$ cat src/rtl/sync_fifo_if.sv
// Handshake and status bundle for the single-clock FIFO.
// master: the user side, which drives requests and observes status.
// slave:  the FIFO side.
interface sync_fifo_if #(
  parameter int DATA_W = 8,
  parameter int DEPTH  = 16
);
  localparam int CW = $clog2(DEPTH) + 1;

  logic              clr;
  logic              w_en;
  logic [DATA_W-1:0] wdata;
  logic              w_full;
  logic              r_en;
  logic              r_empty;
  logic [DATA_W-1:0] rdata;
  logic [CW-1:0]     count;
  logic              almost_full;
  logic              almost_empty;
  logic              overflow;
  logic              underflow;

  modport master (
    output clr, w_en, wdata, r_en,
    input  w_full, r_empty, rdata, count,
    input  almost_full, almost_empty, overflow, underflow
  );

  modport slave (
    input  clr, w_en, wdata, r_en,
    output w_full, r_empty, rdata, count,
    output almost_full, almost_empty, overflow, underflow
  );
endinterface

$ cat src/rtl/sync_fifo.sv
// Single-clock parametrised FIFO with occupancy count, almost-full and
// almost-empty thresholds, sticky overflow/underflow flags, a synchronous
// flush and a choice of registered or first-word-fall-through read data.
// Pointers carry one extra wrap bit, so full and empty are distinguishable
// and the occupancy is simply the pointer difference.
module sync_fifo #(
  parameter int DATA_W    = 8,
  parameter int DEPTH     = 16,
  parameter int AF_THRESH = 12,
  parameter int AE_THRESH = 2,
  parameter int FWFT      = 0
) (
  input  logic      clk,
  input  logic      rst,
  sync_fifo_if.slave fif
);
  localparam int AW = $clog2(DEPTH);
  localparam int PW = AW + 1;
  localparam logic [PW-1:0] AF_LVL  = PW'(AF_THRESH);
  localparam logic [PW-1:0] AE_LVL  = PW'(AE_THRESH);
  localparam logic [PW-1:0] PTR_ONE = PW'(1);

  if (DEPTH < 2 || (DEPTH & (DEPTH - 1)) != 0) begin : g_bad_depth
    $fatal(1, "sync_fifo: DEPTH must be a power of 2 and at least 2");
  end
  if (AF_THRESH < 1 || AF_THRESH > DEPTH) begin : g_bad_af
    $fatal(1, "sync_fifo: AF_THRESH must lie in 1..DEPTH");
  end
  if (AE_THRESH < 0 || AE_THRESH > DEPTH - 1) begin : g_bad_ae
    $fatal(1, "sync_fifo: AE_THRESH must lie in 0..DEPTH-1");
  end
  if (DATA_W < 1 || (FWFT != 0 && FWFT != 1)) begin : g_bad_misc
    $fatal(1, "sync_fifo: DATA_W must be >= 1 and FWFT must be 0 or 1");
  end

  logic [DATA_W-1:0] mem_q [DEPTH];

  logic [PW-1:0]     wr_ptr_q, wr_ptr_d;
  logic [PW-1:0]     rd_ptr_q, rd_ptr_d;
  logic [PW-1:0]     count_q, count_d;
  logic              w_full_q, w_full_d;
  logic              r_empty_q, r_empty_d;
  logic              af_q, af_d;
  logic              ae_q, ae_d;
  logic              ovf_q, ovf_d;
  logic              udf_q, udf_d;
  logic [DATA_W-1:0] rdata_q, rdata_d;
  logic              wr_acc;
  logic              rd_acc;

  // Next-state: accept decisions, pointer moves, error capture, flush, status
  always_comb begin
    wr_acc   = fif.w_en && !w_full_q  && !fif.clr;
    rd_acc   = fif.r_en && !r_empty_q && !fif.clr;
    wr_ptr_d = wr_ptr_q;
    rd_ptr_d = rd_ptr_q;
    ovf_d    = ovf_q;
    udf_d    = udf_q;
    rdata_d  = rdata_q;

    if (fif.clr) begin
      wr_ptr_d = '0;
      rd_ptr_d = '0;
      ovf_d    = 1'b0;
      udf_d    = 1'b0;
    end else begin
      if (wr_acc) begin
        wr_ptr_d = wr_ptr_q + PTR_ONE;
      end
      if (rd_acc) begin
        rd_ptr_d = rd_ptr_q + PTR_ONE;
        if (FWFT == 0) begin
          rdata_d = mem_q[rd_ptr_q[AW-1:0]];
        end
      end
      if (fif.w_en && w_full_q) begin
        ovf_d = 1'b1;
      end
      if (fif.r_en && r_empty_q) begin
        udf_d = 1'b1;
      end
    end

    count_d   = wr_ptr_d - rd_ptr_d;
    w_full_d  = (wr_ptr_d[AW] != rd_ptr_d[AW]) &&
                (wr_ptr_d[AW-1:0] == rd_ptr_d[AW-1:0]);
    r_empty_d = (wr_ptr_d == rd_ptr_d);
    af_d      = (count_d >= AF_LVL);
    ae_d      = (count_d <= AE_LVL);
  end

  // Control and status registers; async reset returns the FIFO to empty
  always_ff @(posedge clk or posedge rst) begin
    if (rst) begin
      wr_ptr_q  <= '0;
      rd_ptr_q  <= '0;
      count_q   <= '0;
      w_full_q  <= 1'b0;
      r_empty_q <= 1'b1;
      af_q      <= 1'b0;
      ae_q      <= 1'b1;
      ovf_q     <= 1'b0;
      udf_q     <= 1'b0;
      rdata_q   <= '0;
    end else begin
      wr_ptr_q  <= wr_ptr_d;
      rd_ptr_q  <= rd_ptr_d;
      count_q   <= count_d;
      w_full_q  <= w_full_d;
      r_empty_q <= r_empty_d;
      af_q      <= af_d;
      ae_q      <= ae_d;
      ovf_q     <= ovf_d;
      udf_q     <= udf_d;
      rdata_q   <= rdata_d;
    end
  end

  // Storage write; contents are deliberately not reset
  always_ff @(posedge clk) begin
    if (wr_acc) begin
      mem_q[wr_ptr_q[AW-1:0]] <= fif.wdata;
    end
  end

  if (FWFT != 0) begin : g_fwft
    assign fif.rdata = mem_q[rd_ptr_q[AW-1:0]];
  end else begin : g_reg
    assign fif.rdata = rdata_q;
  end

  assign fif.w_full       = w_full_q;
  assign fif.r_empty      = r_empty_q;
  assign fif.count        = count_q;
  assign fif.almost_full  = af_q;
  assign fif.almost_empty = ae_q;
  assign fif.overflow     = ovf_q;
  assign fif.underflow    = udf_q;
endmodule
$ cat src/flat_wrapper.sv
// flat-port wrapper written by rule: the top's interface ports become plain ports
module sync_fifo_flat 
#(
  parameter int DATA_W    = 8,
  parameter int DEPTH     = 16,
  parameter int AF_THRESH = 12,
  parameter int AE_THRESH = 2,
  parameter int FWFT      = 0
)
  (clk, rst, fif_clr, fif_w_en, fif_wdata, fif_r_en, fif_w_full, fif_r_empty, fif_rdata, fif_count, fif_almost_full, fif_almost_empty, fif_overflow, fif_underflow);
  sync_fifo_if #(.DATA_W(DATA_W), .DEPTH(DEPTH)) fif_i ();
  input  logic clk;
  input  logic rst;
  input wire logic [$bits(fif_i.clr)-1:0] fif_clr;
  input wire logic [$bits(fif_i.w_en)-1:0] fif_w_en;
  input wire logic [$bits(fif_i.wdata)-1:0] fif_wdata;
  input wire logic [$bits(fif_i.r_en)-1:0] fif_r_en;
  output wire logic [$bits(fif_i.w_full)-1:0] fif_w_full;
  output wire logic [$bits(fif_i.r_empty)-1:0] fif_r_empty;
  output wire logic [$bits(fif_i.rdata)-1:0] fif_rdata;
  output wire logic [$bits(fif_i.count)-1:0] fif_count;
  output wire logic [$bits(fif_i.almost_full)-1:0] fif_almost_full;
  output wire logic [$bits(fif_i.almost_empty)-1:0] fif_almost_empty;
  output wire logic [$bits(fif_i.overflow)-1:0] fif_overflow;
  output wire logic [$bits(fif_i.underflow)-1:0] fif_underflow;
  assign fif_i.clr = fif_clr;
  assign fif_i.w_en = fif_w_en;
  assign fif_i.wdata = fif_wdata;
  assign fif_i.r_en = fif_r_en;
  assign fif_w_full = fif_i.w_full;
  assign fif_r_empty = fif_i.r_empty;
  assign fif_rdata = fif_i.rdata;
  assign fif_count = fif_i.count;
  assign fif_almost_full = fif_i.almost_full;
  assign fif_almost_empty = fif_i.almost_empty;
  assign fif_overflow = fif_i.overflow;
  assign fif_underflow = fif_i.underflow;
  sync_fifo #(.DATA_W(DATA_W), .DEPTH(DEPTH), .AF_THRESH(AF_THRESH), .AE_THRESH(AE_THRESH), .FWFT(FWFT)) u_core (.clk(clk), .rst(rst), .fif(fif_i));
endmodule
$ cat config.mk
export PLATFORM = sky130hd
export DESIGN_NAME = sync_fifo_flat
export DESIGN_NICKNAME = d
export VERILOG_FILES = /design/src/rtl/sync_fifo_if.sv /design/src/rtl/sync_fifo.sv /design/src/flat_wrapper.sv
export SDC_FILE = /design/constraint.sdc
export NUM_CORES = 1
export LEC_CHECK = 0
export ABC_AREA = 0
export BUFFER_PORTS_ARGS = -buffer_cell sky130_fd_sc_hd__buf_4
export CORE_MARGIN = 2
export CORE_UTILIZATION = 60
export CTS_BUF_LIST = sky130_fd_sc_hd__clkbuf_16
export DETAILED_ROUTE_END_ITERATION = 12
export PLACE_DENSITY = 0.78
export SLEW_MARGIN = 40
export SYNTH_ARGS = -nofsm -noshare
export SYNTH_HDL_FRONTEND = slang
export SYNTH_SLANG_ARGS = --single-unit
$ cat constraint.sdc
create_clock -name clk -period 3.5 [get_ports clk]
set_input_delay 0.35 -clock clk [delete_from_list [all_inputs] [get_ports clk]]
set_output_delay 0.35 -clock clk [all_outputs]
set_load 0.03 [all_outputs]
Word-level counts from Yosys, hierarchy flattened
Memory sizes are Yosys's and may differ from the RTL's. A register that Yosys moved wholly into a read port is not among the register bits.
Cells that the tools add are included.
{ "classes": {"n_addsub": 3, "order_cmp": 2, "eq_ne": 3, "mux": 10, "n_bitwise": 1, "n_reduce_logical": 13} }
{ "ops": {"columns": ["operator", "n"], "rows": [
  ["2-to-1 mux 5 bit", 4],
  ["adder 5 x 1 -> 5 bit (second input constant)", 2],
  ["logical AND 1 bit", 7],
  ["2-to-1 mux 1 bit", 6],
  ["== test 5 bit", 1],
  [">= comparator 5 x 4 -> 1 bit (second input constant)", 1],
  ["<= comparator 5 x 2 -> 1 bit (second input constant)", 1],
  ["subtractor 5 bit", 1],
  ["== test 4 bit", 1],
  ["nonzero test 2 bit", 2],
  ["zero test 1 bit", 3],
  ["AND reduction 2 bit", 1],
  ["!= test 1 bit", 1],
  ["NOT 1 bit", 1]
]} }
{ "word_totals": {"ff_bits": 21, "ramBits": 128, "input_bits": 13, "elab_cells": 42, "mem_count": 1} }
{ "memory_table": {"columns": ["name", "depth", "word_bits", "rd", "rd_ports_with_merged_regs", "write_ports", "line", "source"], "rows": [
  ["u_core.mem_q", 16, 8, 1, 1, 1, "sync_fifo.sv:36", "logic [DATA_W-1:0] mem_q [DEPTH];"]
]} }

Logic depth before layout (Yosys ltp)
{ "depth": {"word_depth": 7, "depth_mapped": 12} }

Worst setup path after synthesis
No wires, ideal clock.
{ "synth_timing": {"path_type": "register to register", "start": "reg u_core.r_empty_q, in the netlist u_core.fif.r_empty", "end": "reg u_core.count_q[4], in the netlist u_core.fif.count[4]", "setup_time_ps": 66, "t_arrival_ps": 2681, "required_time_ps": 3434, "slack_ps": 753, "path_stages_with_launch": 11, "n_path_buf": 0, "period_less_slack_ps": 2747, "cell_sequence": "dfstp_2 -> and2b_1 -> nand2_1 -> xor2_1 -> or2_2 -> ha_1 -> nor2b_1 -> o21ai_0 -> nand2_1 -> nor4_1 -> or2_1"} }
{ "synth_between": {"elab_chain_cells": 6} }
{ "synth_lines": {"columns": ["item", "line", "source"], "rows": [
  ["start, declared", "sync_fifo.sv:42", "logic r_empty_q, r_empty_d;"],
  ["start signal, assigned", "sync_fifo.sv:110", "r_empty_q <= r_empty_d;"],
  ["zero test 1 bit", "sync_fifo.sv:54", "rd_acc = fif.r_en && !r_empty_q && !fif.clr;"],
  ["logical AND 1 bit (2 in a row)", "sync_fifo.sv:54", null],
  ["2-to-1 mux 5 bit", "sync_fifo.sv:70", "if (rd_acc) begin"],
  ["2-to-1 mux 5 bit", "sync_fifo.sv:61", "if (fif.clr) begin"],
  ["subtractor 5 bit", "sync_fifo.sv:84", "count_d = wr_ptr_d - rd_ptr_d;"],
  ["via u_core.count_d[4]", "sync_fifo.sv:40", "logic [PW-1:0] count_q, count_d;"],
  ["end signal, assigned", "sync_fifo.sv:108", "count_q <= count_d;"],
  ["end, declared", "sync_fifo.sv:40", null]
]} }
The timed path passes the listed nets, and every way through them passes these cells.
A chain may end at the register's enable or synchronous reset.

Worst setup path after layout
{ "layout_timing": {"start": "reg u_core.r_empty_q, in the netlist u_core.fif.r_empty", "end": "reg u_core.count_q[4], in the netlist u_core.fif.count[4]"} }
{ "layout_between": {"elab_chain_cells": 6} }
{ "layout_lines": {"columns": ["item", "line", "source"], "rows": [
  ["zero test 1 bit", "sync_fifo.sv:54", null],
  ["logical AND 1 bit (2 in a row)", "sync_fifo.sv:54", null],
  ["2-to-1 mux 5 bit", "sync_fifo.sv:70", null],
  ["2-to-1 mux 5 bit", "sync_fifo.sv:61", null],
  ["via u_core.rd_ptr_d[0]", "sync_fifo.sv:39", "logic [PW-1:0] rd_ptr_q, rd_ptr_d;"],
  ["subtractor 5 bit", "sync_fifo.sv:84", null],
  ["via u_core.count_d[4]", "sync_fifo.sv:40", null]
]} }
The timed path passes the listed nets, and every way through them passes these cells.

==> results.md <==
* Clk root buf: clkbuf_16
* Final worst path period share at between 80% and 90%
* Vias per cell at roughly 6.2
* Critical path peak fanout at 18
* Fmax at about 0.33 GHz
* Core Rows at 37
* IO Pins at 32
* Synth Instances at 352
* Reg-to-Reg Start: u_core.fif.r_empty
* DP HPWL at between 7000 and 8000 um
* Layout cells sized above 1 at between 30% and 40%
* Unrepaired setup endpoints after global routing: no
* Period minus WS final at around 3000 ps
* CTS max path bufs at 2
* Max-cap viol count at 0
* Gr usage total at 24.7%
* Most common cell after layout, fill and taps aside: edfxtp_1
* Initial antenna violation count at 0
* ANT nets after route at 0
* Slowest cell on crit path: dfstp_2
* Initial Util at between 60% and 70%
* Crit Reg-Reg Endpoint: u_core.fif.count[4]
* PwrDens at 627 nW/um^2
* CP max stage delay at around 550 ps
* Max VDD drop at 457 uV
* Final Non-Filler Cells at between 500 and 600
* Post-CTS Setup Bufs at 0
* Setup CP Type: register to register
* Seq cells post-synth at ~160
* Hold Buf Count CTS at 0
* Final wirelength at 12900 um
* Final slew viol count at 0
* Data arrival, critical path at between 3000 and 4000 ps
* Worst Hold Class: input pin to asynchronous set/reset pin
* Setup_tns at 0 ps
* Post-Syn Area at roughly 6400 um^2
* TritonCTS clock tree: done
* # setup viols final at 0
* Hold Violations, Final at 0
* Tightest Pin Transition at just over 800 ps
* H-tree levels at 4
* Reg clk slew, reported paths at ~70 ps
* Startpoint Class: register
* Total CTS buffers at 17
* Die width at roughly 110 um
* Worst EP required at around 3900 ps
* Clock latency on the worst-skew pair at 420 ps
* Register area share after synthesis at 71.6%
* Core Footprint at 10300 um^2
* Placed Cells at ~510
* Synth unique cells at 45
* Initial DRC Count at 267
* Die Span Y at 107 um
* Routability cong. at roughly 0.83
* Syn nets at roughly 380
* Avg Synthesized Cell Area at ~18 um^2
* Synth warnings at 0
* Clk sink count at roughly 160
* # resized after CTS at 0
* Largest net degree at the start of global routing at 35
* Outcome: finished, final reports clean
* First-pass GRT wire length at 19900 um
* M3 GR Usage at ~5.0%
* Vias in the first global route at roughly 3.4k
* CP Capture Type: register
* Remaining DRCs at 0
* Via count at roughly 3.3k
* Layer with the highest usage: met2
* Routed len/inst at between 20 and 25 um
* Grt met1 use at between 30% and 40%
* ANT cells at 0
* First drt pass iteration count at 4
* Rel. slew slack at between 40% and 50%
* Clock skew after layout at between 5 and 6 ps
* Worst R2R Setup Slack at 510 ps
* Worst Reg-to-Reg Cells at 12
* Global route overflow at 0
* Area delta synth->final at 15.9%
* Number of buffers added on ports at 31
* Leak Pwr at about 2.6 nW
* Most frequent cells in the layout: edfxtp_1 (128), buf_4 (38), mux4_2 (32)
* Met2 GRT Util at between 30% and 40%
* Fin nets at 414
* Crit-path cells: and2b_1, nand2b_1, buf_4, xor2_1, nor2_1, ha_1, fa_1, nor2b_1, o21ai_0, nand2_1, nor4_1, or2_1
* Full die area at 11500 um^2
critical path: cells and delay by family, from the launching register on:
family                   cells  cell delay (ps)
AO/OA/AOI/OAI                1              270
XOR/XNOR                     1               90
adder cells (fa/ha/maj)      2              430
buffers and inverters        1              210
flip-flops                   1              550
AND/OR/NAND/NOR              7             1380
metal layers:
layer / part of all wire (%) / routed length (um)
met1: 41 / 5340
met2: 51 / 6550
met3: 5.7 / 737
met4: 2.0 / 255
met5: 0 / 0
final cells by class:
| class | count | area [um^2] |
|---|---|---|
| fill | 615 | 2930 |
| clock buffer | 17 | 425 |
| multi-input combinational | 165 | 1690 |
| inverter | 12 | 45.0 |
| timing repair buffer | 38 | 285 |
| sequential | 157 | 4570 |
| tap | 136 | 170 |
| clock inverter | 15 | 210 |
flip-flops by register name, summed over array words and instances (netlist names):
signal,flops
u_core.mem_q,128
u_core.rd_ptr_q,5
u_core.fif.w_full,1
u_core.wr_ptr_q,5
u_core.fif.count,5
u_core.fif.almost_empty,1
u_core.fif.underflow,1
u_core.fif.r_empty,1
u_core.fif.rdata,8
u_core.fif.almost_full,1
u_core.fif.overflow,1
worst max-delay path by stage:
stage / to / slack [ps] / start / cells past startpoint
6_report: u_core.fif.count[4] / 510 / u_core.fif.r_empty / 12
5_1_grt: u_core.fif.count[4] / 260 / u_core.rd_ptr_q[0] / 10
4_1_cts: u_core.fif.count[4] / 550 / u_core.rd_ptr_q[0] / 10
3_5_place_dp: u_core.fif.count[4] / 590 / u_core.fif.r_empty / 12
3_3_place_gp: u_core.fif.count[4] / 680 / u_core.fif.r_empty / 12
2_1_floorplan: u_core.fif.count[4] / 750 / u_core.fif.r_empty / 10
stage by stage:
stage               total power [mW]  hold slack (ps)  setup WS, ps  util [%]  instance area [um^2]
floorplan                       2.51              427           753         -                  6380
global placement                2.68              474           677      65.2                  6730
detailed placement              2.70              466           593      65.2                  6740
CTS                             4.66             24.1           546      71.4                  7370
global route                    4.78             60.2           262      71.6                  7400
finish                          4.64             3.30           515      71.6                  7400
power by group:
| group | internal [mW] | total [mW] | switching, mW | leakage [nW] |
|---|---|---|---|---|
| Combinational | 0.206 | 0.520 | 0.314 | 0.759 |
| Clock | 1.21 | 1.98 | 0.766 | 0.311 |
| Sequential | 2.10 | 2.14 | 0.0395 | 1.53 |
cells by family (layout without fill, tap and decap cells):
group / after synthesis / in the layout / share of synthesized area, %
DFF: 157 / 157 / 71.6
and+or+nand+nor: 71 / 71 / 6.02
AOI/OAI and AO/OA: 43 / 43 / 5.35
muxes: 33 / 33 / 11.4
buffers and inverters: 30 / 82 / 2.37
adders and majority gates: 10 / 10 / 2.08
xor gates and xnor gates: 8 / 8 / 1.10
synth_stat cells, drive strengths merged:
| master | number | area (um^2) |
|---|---|---|
| nand4 | 2 | 27.5 |
| and2 | 2 | 12.5 |
| a211o | 1 | 8.76 |
| a22o | 8 | 70.1 |
| o21a | 1 | 7.51 |
| nand2 | 14 | 52.6 |
| dfstp | 2 | 52.6 |
| xor2 | 4 | 35.0 |
| mux2i | 1 | 10.0 |
| a21oi | 8 | 40.0 |
| nor2 | 21 | 78.8 |
| dfrtp | 27 | 676 |
| nand2b | 4 | 25.0 |
| a221oi | 9 | 104 |
| or3 | 1 | 6.26 |
| a2111oi | 1 | 27.5 |
| nor4b | 1 | 15.0 |
| mux4 | 32 | 721 |
| and4 | 1 | 8.76 |
| o211ai | 2 | 15.0 |
| inv | 12 | 45.0 |
| ha | 9 | 113 |
| a21o | 1 | 7.51 |
| or2 | 6 | 37.5 |
| nor3 | 7 | 40.0 |
| edfxtp | 128 | 3840 |
| nand4bb | 1 | 11.3 |
| xnor2 | 4 | 35.0 |
| a31oi | 1 | 6.26 |
| nand3 | 2 | 10.0 |
| buf | 13 | 87.6 |
| and2b | 2 | 15.0 |
| o21ai | 11 | 55.1 |
| nor2b | 5 | 31.3 |
| nor4 | 2 | 12.5 |
| clkbuf | 5 | 18.8 |
| fa | 1 | 20.0 |
Note: power is estimated with default switching activity, not from simulation.
